## config.mk

```make
export PLATFORM = sky130hd
export DESIGN_NAME = external_bus_interface_flat
export DESIGN_NICKNAME = d
export VERILOG_FILES = /design/src/rtl/external_bus_interface_pkg.sv /design/src/rtl/external_bus_interface_if.sv /design/src/rtl/external_bus_interface_phase_detect.sv /design/src/rtl/external_bus_interface.sv /design/src/flat_wrapper.sv
export SDC_FILE = /design/constraint.sdc
export NUM_CORES = 1
export LEC_CHECK = 0
export CORE_ASPECT_RATIO = 0.9
export CORE_MARGIN = 2
export CORE_UTILIZATION = 39
export CTS_BUF_LIST = sky130_fd_sc_hd__clkbuf_16
export DETAILED_ROUTE_END_ITERATION = 8
export GPL_ROUTABILITY_DRIVEN = 0
export GPL_TIMING_DRIVEN = 1
export MAX_ROUTING_LAYER = met4
export PLACE_DENSITY_LB_ADDON = 0.12
export SYNTH_ARGS = -nofsm -noshare
export SYNTH_HDL_FRONTEND = slang
export SYNTH_SLANG_ARGS = --single-unit
export TNS_END_PERCENT = 30
```

## constraint.sdc

```tcl
create_clock -name clk -period 1.4 [get_ports clk]
set_input_delay 0.28 -clock clk [delete_from_list [all_inputs] [get_ports clk]]
set_output_delay 0.28 -clock clk [all_outputs]
set_load 0.01 [all_outputs]
```

## src/rtl/external_bus_interface_pkg.sv

```systemverilog
`default_nettype none
// ============================================================================
//  Module  : external_bus_interface_pkg
//  Purpose : Shared definitions for the external bus interface: FSM state
//            encoding, the NOP opcode that is presented to the core while no
//            valid read data exists, and the expected mux_oe values for each
//            bus direction.
//  Ports   : (package, none)
//  Rev     : 1.0  initial release
// ============================================================================
package external_bus_interface_pkg;

    typedef enum logic [1:0] {
        EBI_IDLE    = 2'd0,
        EBI_CAPTURE = 2'd1,
        EBI_REQ     = 2'd2
    } ebi_state_t;

    localparam logic [7:0] c_NOP_OPCODE = 8'hEA;
    localparam logic [7:0] c_OE_READ    = 8'h00;
    localparam logic [7:0] c_OE_WRITE   = 8'hFF;

    // The core drives uio only on writes, so a read must show all-inputs and
    // a write all-outputs; anything else means the phase framing is broken.
    function automatic logic oe_mismatch(input logic rw, input logic [7:0] oe);
        return rw ? (oe != c_OE_READ) : (oe != c_OE_WRITE);
    endfunction

endpackage
`default_nettype wire

```

## src/rtl/external_bus_interface_if.sv

```systemverilog
`default_nettype none
// ============================================================================
//  Module  : external_bus_interface_if
//  Purpose : valid/ready memory request channel between the external bus
//            interface (master) and a memory (slave).
//  Signals : mem_valid  request pending
//            mem_we     1 = write
//            mem_addr   16-bit transaction address
//            mem_wdata  write data
//            mem_ready  memory accepts/completes the request
//            mem_rdata  read data, valid with mem_valid & mem_ready & ~mem_we
//  Rev     : 1.0  initial release
// ============================================================================
interface external_bus_interface_if;

    logic        mem_valid;
    logic        mem_we;
    logic [15:0] mem_addr;
    logic [7:0]  mem_wdata;
    logic        mem_ready;
    logic [7:0]  mem_rdata;

    modport master (
        output mem_valid,
        output mem_we,
        output mem_addr,
        output mem_wdata,
        input  mem_ready,
        input  mem_rdata
    );

    modport slave (
        input  mem_valid,
        input  mem_we,
        input  mem_addr,
        input  mem_wdata,
        output mem_ready,
        output mem_rdata
    );

endinterface
`default_nettype wire

```

## src/rtl/external_bus_interface_phase_detect.sv

```systemverilog
`default_nettype none
// ============================================================================
//  Module  : external_bus_interface_phase_detect
//  Purpose : Registers the CPU phase level and produces single-clk rise/fall
//            pulses. phase is generated on clk, so no synchroniser is used.
//  Ports   : clk    fast system clock
//            rst_n  asynchronous active-low reset
//            phase  clk_cpu level
//            rise   phase & ~phase_q
//            fall   ~phase & phase_q
//  Rev     : 1.0  initial release
// ============================================================================
module external_bus_interface_phase_detect (
    input  logic clk,
    input  logic rst_n,
    input  logic phase,
    output logic rise,
    output logic fall
);

    logic r_phase_q;

    always_ff @(posedge clk or negedge rst_n) begin
        if (!rst_n) begin
            r_phase_q <= 1'b0;
        end else begin
            r_phase_q <= phase;
        end
    end

    assign rise = phase & ~r_phase_q;
    assign fall = ~phase & r_phase_q;

endmodule
`default_nettype wire

```

## src/rtl/external_bus_interface.sv

```systemverilog
`default_nettype none
// ============================================================================
//  Module  : external_bus_interface
//  Purpose : Rebuilds one 16-bit bus transaction per CPU cycle from the
//            time-multiplexed 6502 pin stream and issues it to memory over a
//            valid/ready handshake; read data is returned on cpu_rdata.
//  Ports   : clk, rst_n            fast clock, async active-low reset
//            phase                 clk_cpu level (0 = addr-lo/rw, 1 = addr-hi/data)
//            mux_addr/data/oe      core uo_out / uio_out / uio_oe
//            mem (master modport)  memory request channel
//            cpu_rdata             data to core uio_in
//            busy                  transaction outstanding
//            late_err              sticky: phase edge while transaction open
//            protocol_err          sticky: mux_oe inconsistent with rw
//            err_clr               synchronous clear of sticky errors
//            timeout_err           sticky timeout (EBI_TIMEOUT_EN only)
//  Config  : `define EBI_TIMEOUT_EN to abort requests that stay unanswered
//            for TIMEOUT_CYCLES clk.
//  Rev     : 1.0  initial release
// ============================================================================
module external_bus_interface
    import external_bus_interface_pkg::*;
#(
    parameter logic [7:0] RDATA_RESET = c_NOP_OPCODE
`ifdef EBI_TIMEOUT_EN
    ,
    parameter int TIMEOUT_CYCLES = 6
`endif
) (
    input  logic                           clk,
    input  logic                           rst_n,
    input  logic                           phase,
    input  logic [7:0]                     mux_addr,
    input  logic [7:0]                     mux_data,
    input  logic [7:0]                     mux_oe,
    external_bus_interface_if.master       mem,
    output logic [7:0]                     cpu_rdata,
    output logic                           busy,
    output logic                           late_err,
    output logic                           protocol_err,
`ifdef EBI_TIMEOUT_EN
    output logic                           timeout_err,
`endif
    input  logic                           err_clr
);

    logic       w_rise;
    logic       w_fall;
    logic [7:0] r_lo_addr;
    logic       r_rw;
    ebi_state_t r_state;

`ifdef EBI_TIMEOUT_EN
    localparam int         c_TMO_W    = 8;
    localparam logic [7:0] c_TMO_LAST = c_TMO_W'(TIMEOUT_CYCLES - 1);
    logic [c_TMO_W-1:0]    r_tmo_cnt;
`endif

    external_bus_interface_phase_detect u_phase_detect (
        .clk   (clk),
        .rst_n (rst_n),
        .phase (phase),
        .rise  (w_rise),
        .fall  (w_fall)
    );

    // Low-phase sampler: the last sample before phase rises is the one the
    // transaction uses, which tolerates pins settling late in the low phase.
    always_ff @(posedge clk or negedge rst_n) begin
        if (!rst_n) begin
            r_lo_addr <= 8'h00;
            r_rw      <= 1'b0;
        end else if (!phase) begin
            r_lo_addr <= mux_addr;
            r_rw      <= mux_data[0];
        end
    end

    // Error-flag updates are written after the err_clr clear so that a new
    // error event in the same clk overrides the clear.
    always_ff @(posedge clk or negedge rst_n) begin
        if (!rst_n) begin
            r_state        <= EBI_IDLE;
            mem.mem_valid  <= 1'b0;
            mem.mem_we     <= 1'b0;
            mem.mem_addr   <= 16'h0000;
            mem.mem_wdata  <= 8'h00;
            cpu_rdata      <= RDATA_RESET;
            busy           <= 1'b0;
            late_err       <= 1'b0;
            protocol_err   <= 1'b0;
`ifdef EBI_TIMEOUT_EN
            timeout_err    <= 1'b0;
            r_tmo_cnt      <= '0;
`endif
        end else begin
            if (err_clr) begin
                late_err     <= 1'b0;
                protocol_err <= 1'b0;
`ifdef EBI_TIMEOUT_EN
                timeout_err  <= 1'b0;
`endif
            end

            case (r_state)
                EBI_IDLE: begin
                    if (w_rise) begin
                        r_state <= EBI_CAPTURE;
                    end
                end

                EBI_CAPTURE: begin
                    mem.mem_addr  <= {mux_addr, r_lo_addr};
                    mem.mem_we    <= ~r_rw;
                    mem.mem_wdata <= r_rw ? 8'h00 : mux_data;
                    mem.mem_valid <= 1'b1;
                    busy          <= 1'b1;
                    r_state       <= EBI_REQ;
`ifdef EBI_TIMEOUT_EN
                    r_tmo_cnt     <= '0;
`endif
                    if (oe_mismatch(r_rw, mux_oe)) begin
                        protocol_err <= 1'b1;
                    end
                    // Only possible with a one-clk high phase.
                    if (w_fall) begin
                        late_err <= 1'b1;
                    end
                end

                EBI_REQ: begin
                    // A phase edge here means the core has moved on before the
                    // memory answered; a rising edge's new cycle is dropped
                    // because IDLE will not see that rise again.
                    if (w_fall || w_rise) begin
                        late_err <= 1'b1;
                    end
                    if (mem.mem_ready) begin
                        mem.mem_valid <= 1'b0;
                        busy          <= 1'b0;
                        if (!mem.mem_we) begin
                            cpu_rdata <= mem.mem_rdata;
                        end
                        r_state <= EBI_IDLE;
                    end
`ifdef EBI_TIMEOUT_EN
                    else if (r_tmo_cnt == c_TMO_LAST) begin
                        mem.mem_valid <= 1'b0;
                        busy          <= 1'b0;
                        if (!mem.mem_we) begin
                            cpu_rdata <= c_NOP_OPCODE;
                        end
                        timeout_err <= 1'b1;
                        r_state     <= EBI_IDLE;
                    end else begin
                        r_tmo_cnt <= r_tmo_cnt + 1'b1;
                    end
`endif
                end

                default: begin
                    r_state <= EBI_IDLE;
                end
            endcase
        end
    end

endmodule
`default_nettype wire
```

## src/flat_wrapper.sv

```systemverilog
// flat-port wrapper written by rule: the top's interface ports become plain ports
module external_bus_interface_flat import external_bus_interface_pkg::*;
#(
    parameter logic [7:0] RDATA_RESET = c_NOP_OPCODE

)
  (clk, rst_n, phase, mux_addr, mux_data, mux_oe, cpu_rdata, busy, late_err, protocol_err, err_clr, mem_mem_valid, mem_mem_we, mem_mem_addr, mem_mem_wdata, mem_mem_ready, mem_mem_rdata);
  external_bus_interface_if mem_i ();
  input  logic clk;
  input  logic rst_n;
  input  logic phase;
  input  logic [7:0] mux_addr;
  input  logic [7:0] mux_data;
  input  logic [7:0] mux_oe;
  output logic [7:0] cpu_rdata;
  output logic busy;
  output logic late_err;
  output logic protocol_err;
  input  logic err_clr;
  output wire logic [$bits(mem_i.mem_valid)-1:0] mem_mem_valid;
  output wire logic [$bits(mem_i.mem_we)-1:0] mem_mem_we;
  output wire logic [$bits(mem_i.mem_addr)-1:0] mem_mem_addr;
  output wire logic [$bits(mem_i.mem_wdata)-1:0] mem_mem_wdata;
  input wire logic [$bits(mem_i.mem_ready)-1:0] mem_mem_ready;
  input wire logic [$bits(mem_i.mem_rdata)-1:0] mem_mem_rdata;
  assign mem_mem_valid = mem_i.mem_valid;
  assign mem_mem_we = mem_i.mem_we;
  assign mem_mem_addr = mem_i.mem_addr;
  assign mem_mem_wdata = mem_i.mem_wdata;
  assign mem_i.mem_ready = mem_mem_ready;
  assign mem_i.mem_rdata = mem_mem_rdata;
  external_bus_interface #(.RDATA_RESET(RDATA_RESET)) u_core (.clk(clk), .rst_n(rst_n), .phase(phase), .mux_addr(mux_addr), .mux_data(mux_data), .mux_oe(mux_oe), .mem(mem_i), .cpu_rdata(cpu_rdata), .busy(busy), .late_err(late_err), .protocol_err(protocol_err), .err_clr(err_clr));
endmodule
```

==> impl_metrics.toml <==
[cts]
numClockSinks = 48
clockRootBuffer = "clkbuf_16"
clk_pin_slew_ns = 0.06
cts_tree = "yes"
cts_buffers = 5
cts_max_level = 2
clockBufferDepth = 2
clkLatencyLatePin_ns = 0.28

[setup_path]
start_kind = "register"
path_class = "register to output pin"
r2r_setup_slack_ns = 0.06
required_ns = 1.12
crit_fanout = 2
r2r_start = "u_core.r_state[0]$_DFFE_PN0P_"
reg2regPathDepth = 5
max_stage_delay_ns = 0.53
arrival_ns = 1.07
critPathSlowestCell = "dfstp_2"
endpoint_kind = "output pin"
r2r-end = "u_core.r_state[0]$_DFFE_PN0P_"
crit_buf_inv = 1
crit_family = "flip-flops"
crit_chain = "dlygate4sd2_1"

[sta]
tightestPinTransition_ns = 0.243
final-hold-violation-count = 0
hold_ws_ns = 0.499
rsz0062_at_grt = "yes"
final-setup-viol-count = 0
post-route-min-period_ns = 1.35
max_freq_mhz = 740
finalCritPeriodShare_pct = 96.5
relSlewSlack_pct = 83.6
skew_ns = 0.00505
maxSlewViolCount = 0

[synthesis]
netlist_area_sq_um = 1950
synth-seq-area-share_pct = 61.9
synth_area_leader_cell = "dfrtp_1"
synth_top_area_share_pct = 55.1
ys_ff_latch = 48
synth_common_cells = "dfrtp_1, mux2_2, inv_1"
post-synth-top-count-cell = "dfrtp_1"
synthFlopType = "dfrtp_1"
synth_fp_nets = 180
synth_area_per_cell_sq_um = 14.2
ys_top_cells_by_area = "dfrtp_1, mux2_2, dfstp_2"
synth_edf_count = 0
synthDistinctLibCells = 21
synthArstFlopShare_pct = 100
synthCells = 137
synth_warnings = 0

[power]
power_density_nw_per_um2 = 1980
peakVddDrop_mv = 0.877
leakage_nw = 1.35
combPwrFrac_pct = 41.9
p_seq_share_pct = 39.0
sw_frac_of_total_pct = 30.9
pwr-share-clk_pct = 19.0
intPower_mw = 4.06
p_sw_mw = 1.81

[placement]
io_buffer_count = 73
placed_area_sq_um = 2830
dp_hpwl_mm = 3.11

[drt]
routed-wl-met2_mm = 2.20
viasPerCell = 4.72
firstDrtPassIters = 4
drt-wirelength-per-cell_um = 14.3
num_vias = 1363
routed.top_layer = "met4"
wirelength_mm = 4.14
detail_route.iter0.violations = 31
drc = 0
wl_met1_mm = 1.70
route.met3.wl_um = 162
drtAntennaViolNets = 0

[cells_and_area]
fillers = 393
area_growth_pct = 51.5
drive_gt1_share_pct = 27.2
regArea_sq_um = 1210
diodes = 0
fin_nets = 266
fin_area_sq_um = 2960
multi_input_area_sq_um = 683

[global_routing]
grt_usage_pct = 17.2
grt_max_degree = 49
antenna_found_initial = 0
grt_pass1_vias = 1577
grt_pass1_wl_mm = 7.23
grt-ovfl-total = 0

[floorplan]
fp.dieH_um = 71.1
die_w_um = 78.6
pin_count = 74
coreArea_sq_um = 4830
die-area_sq_um = 5590
fp-row-count = 24
start_util_pct = 40.4

[outcome]
status = "finished, final reports clean"

[min_path]
hp-class = "register to register"
min_to = "u_core.mem.mem_addr[1]$_DFFE_PN0P_"
hold_depth = 1
hp-start = "u_core.r_lo_addr[1]$_DFFE_PN0N_"

[job]
drv_cap = 0
==> registers in the layout, indices dropped and copies added (netlist names) <==
name	cells
u_core.mem.mem_wdata	8
u_core.busy	1
u_core.late_err	1
u_core.u_phase_detect.r_phase_q	1
u_core.protocol_err	1
u_core.r_state	2
u_core.r_rw	1
u_core.mem.mem_addr	16
u_core.r_lo_addr	8
u_core.cpu_rdata	8
u_core.mem.mem_we	1
==> per-stage QoR <==
stage               cells  power, mW  TNS [ns]  utilization [%]  setup WS, ns
floorplan             137       3.57         0                -        0.0156
finish                289       5.87         0             61.2        0.0486
global placement      279       5.02     -1.63             58.5        -0.151
CTS                   288       5.91  -0.00795             60.8      -0.00795
detailed placement    279       5.14     -2.18             58.5        -0.171
global route          289       6.31   -0.0494             61.2       -0.0196
==> layer usage <==
layer  up-vias  track usage, %
met5         -               -
li1        647               -
met4         0            6.82
met2        35            29.5
met1       673            18.9
met3         8            4.72
==> final cells by class <==
class,count,area share (%)
tap,65,2.75
sequential,48,40.8
timing repair buffer,84,26.8
clock buffer,5,4.23
inverter,14,1.78
multi-input combinational,70,23.1
clock inverter,3,0.550
==> power by group through the flow <==
stage | Sequential [mW] | Combinational, mW | Clock, mW
after floorplan | 2.55 | 1.02 | 0
after global placement | 2.30 | 2.72 | 0
after detailed placement | 2.35 | 2.80 | 0
after CTS | 2.31 | 2.45 | 1.16
after global routing | 2.38 | 2.70 | 1.23
final | 2.29 | 2.46 | 1.12
==> worst max-delay path by stage <==
stage / start / end / slack, ns / depth (start not counted)
finish: u_core.cpu_rdata[6]$_DFFE_PN1P_ / cpu_rdata[6] / 0.05 / 1
global route: u_core.r_state[0]$_DFFE_PN0P_ / u_core.cpu_rdata[2]$_DFFE_PN0P_ / -0.02 / 4
CTS: u_core.r_state[0]$_DFFE_PN0P_ / u_core.r_state[0]$_DFFE_PN0P_ / -0.008 / 5
detailed placement: mux_oe[6] / u_core.protocol_err$_DFF_PN0_ / -0.17 / 4
global placement: mux_oe[6] / u_core.protocol_err$_DFF_PN0_ / -0.15 / 4
floorplan: u_core.r_state[0]$_DFFE_PN0P_ / u_core.r_state[0]$_DFFE_PN0P_ / 0.02 / 5
==> timing repair <==
| action | 4_1_cts | 5_1_grt |
|---|---|---|
| hold buffers | 1 | 0 |
| endpoints found under the hold margin | 43 | 0 |
| resized for setup | 39 | 3 |
| pin swaps | 0 | 1 |
| setup endpoints to repair | 44 | 32 |
| buffers inserted | 0 | 1 |
==> placed cells by master (no fill, tap or decap), types with 2 or more instances in the layout <==
cell and n:
mux2_2 34, dfrtp_1 43, ha_1 4, clkdlybuf4s50_1 35, clkdlybuf4s15_1 2, nand3b_1 5, dfstp_2 5, dlygate4sd2_1 35
clkbuf_16 5, o21ai_0 6, buf_4 8, buf_12 2, a22o_1 4, nand4_1 2, nor4_1 2, nor2_1 2
inv_1 15
==> cells by family after synthesis <==
logic type,count (synthesis),synth area share (%)
AO/OA/AOI/OAI,14,4.87
adder cells (fa/ha/maj),6,3.85
buffers and inverters,19,4.23
flip-flops,48,61.9
multiplexers,35,20.1
AND/OR/NAND/NOR,15,5.06
Note: power is estimated with default switching activity, not from simulation.
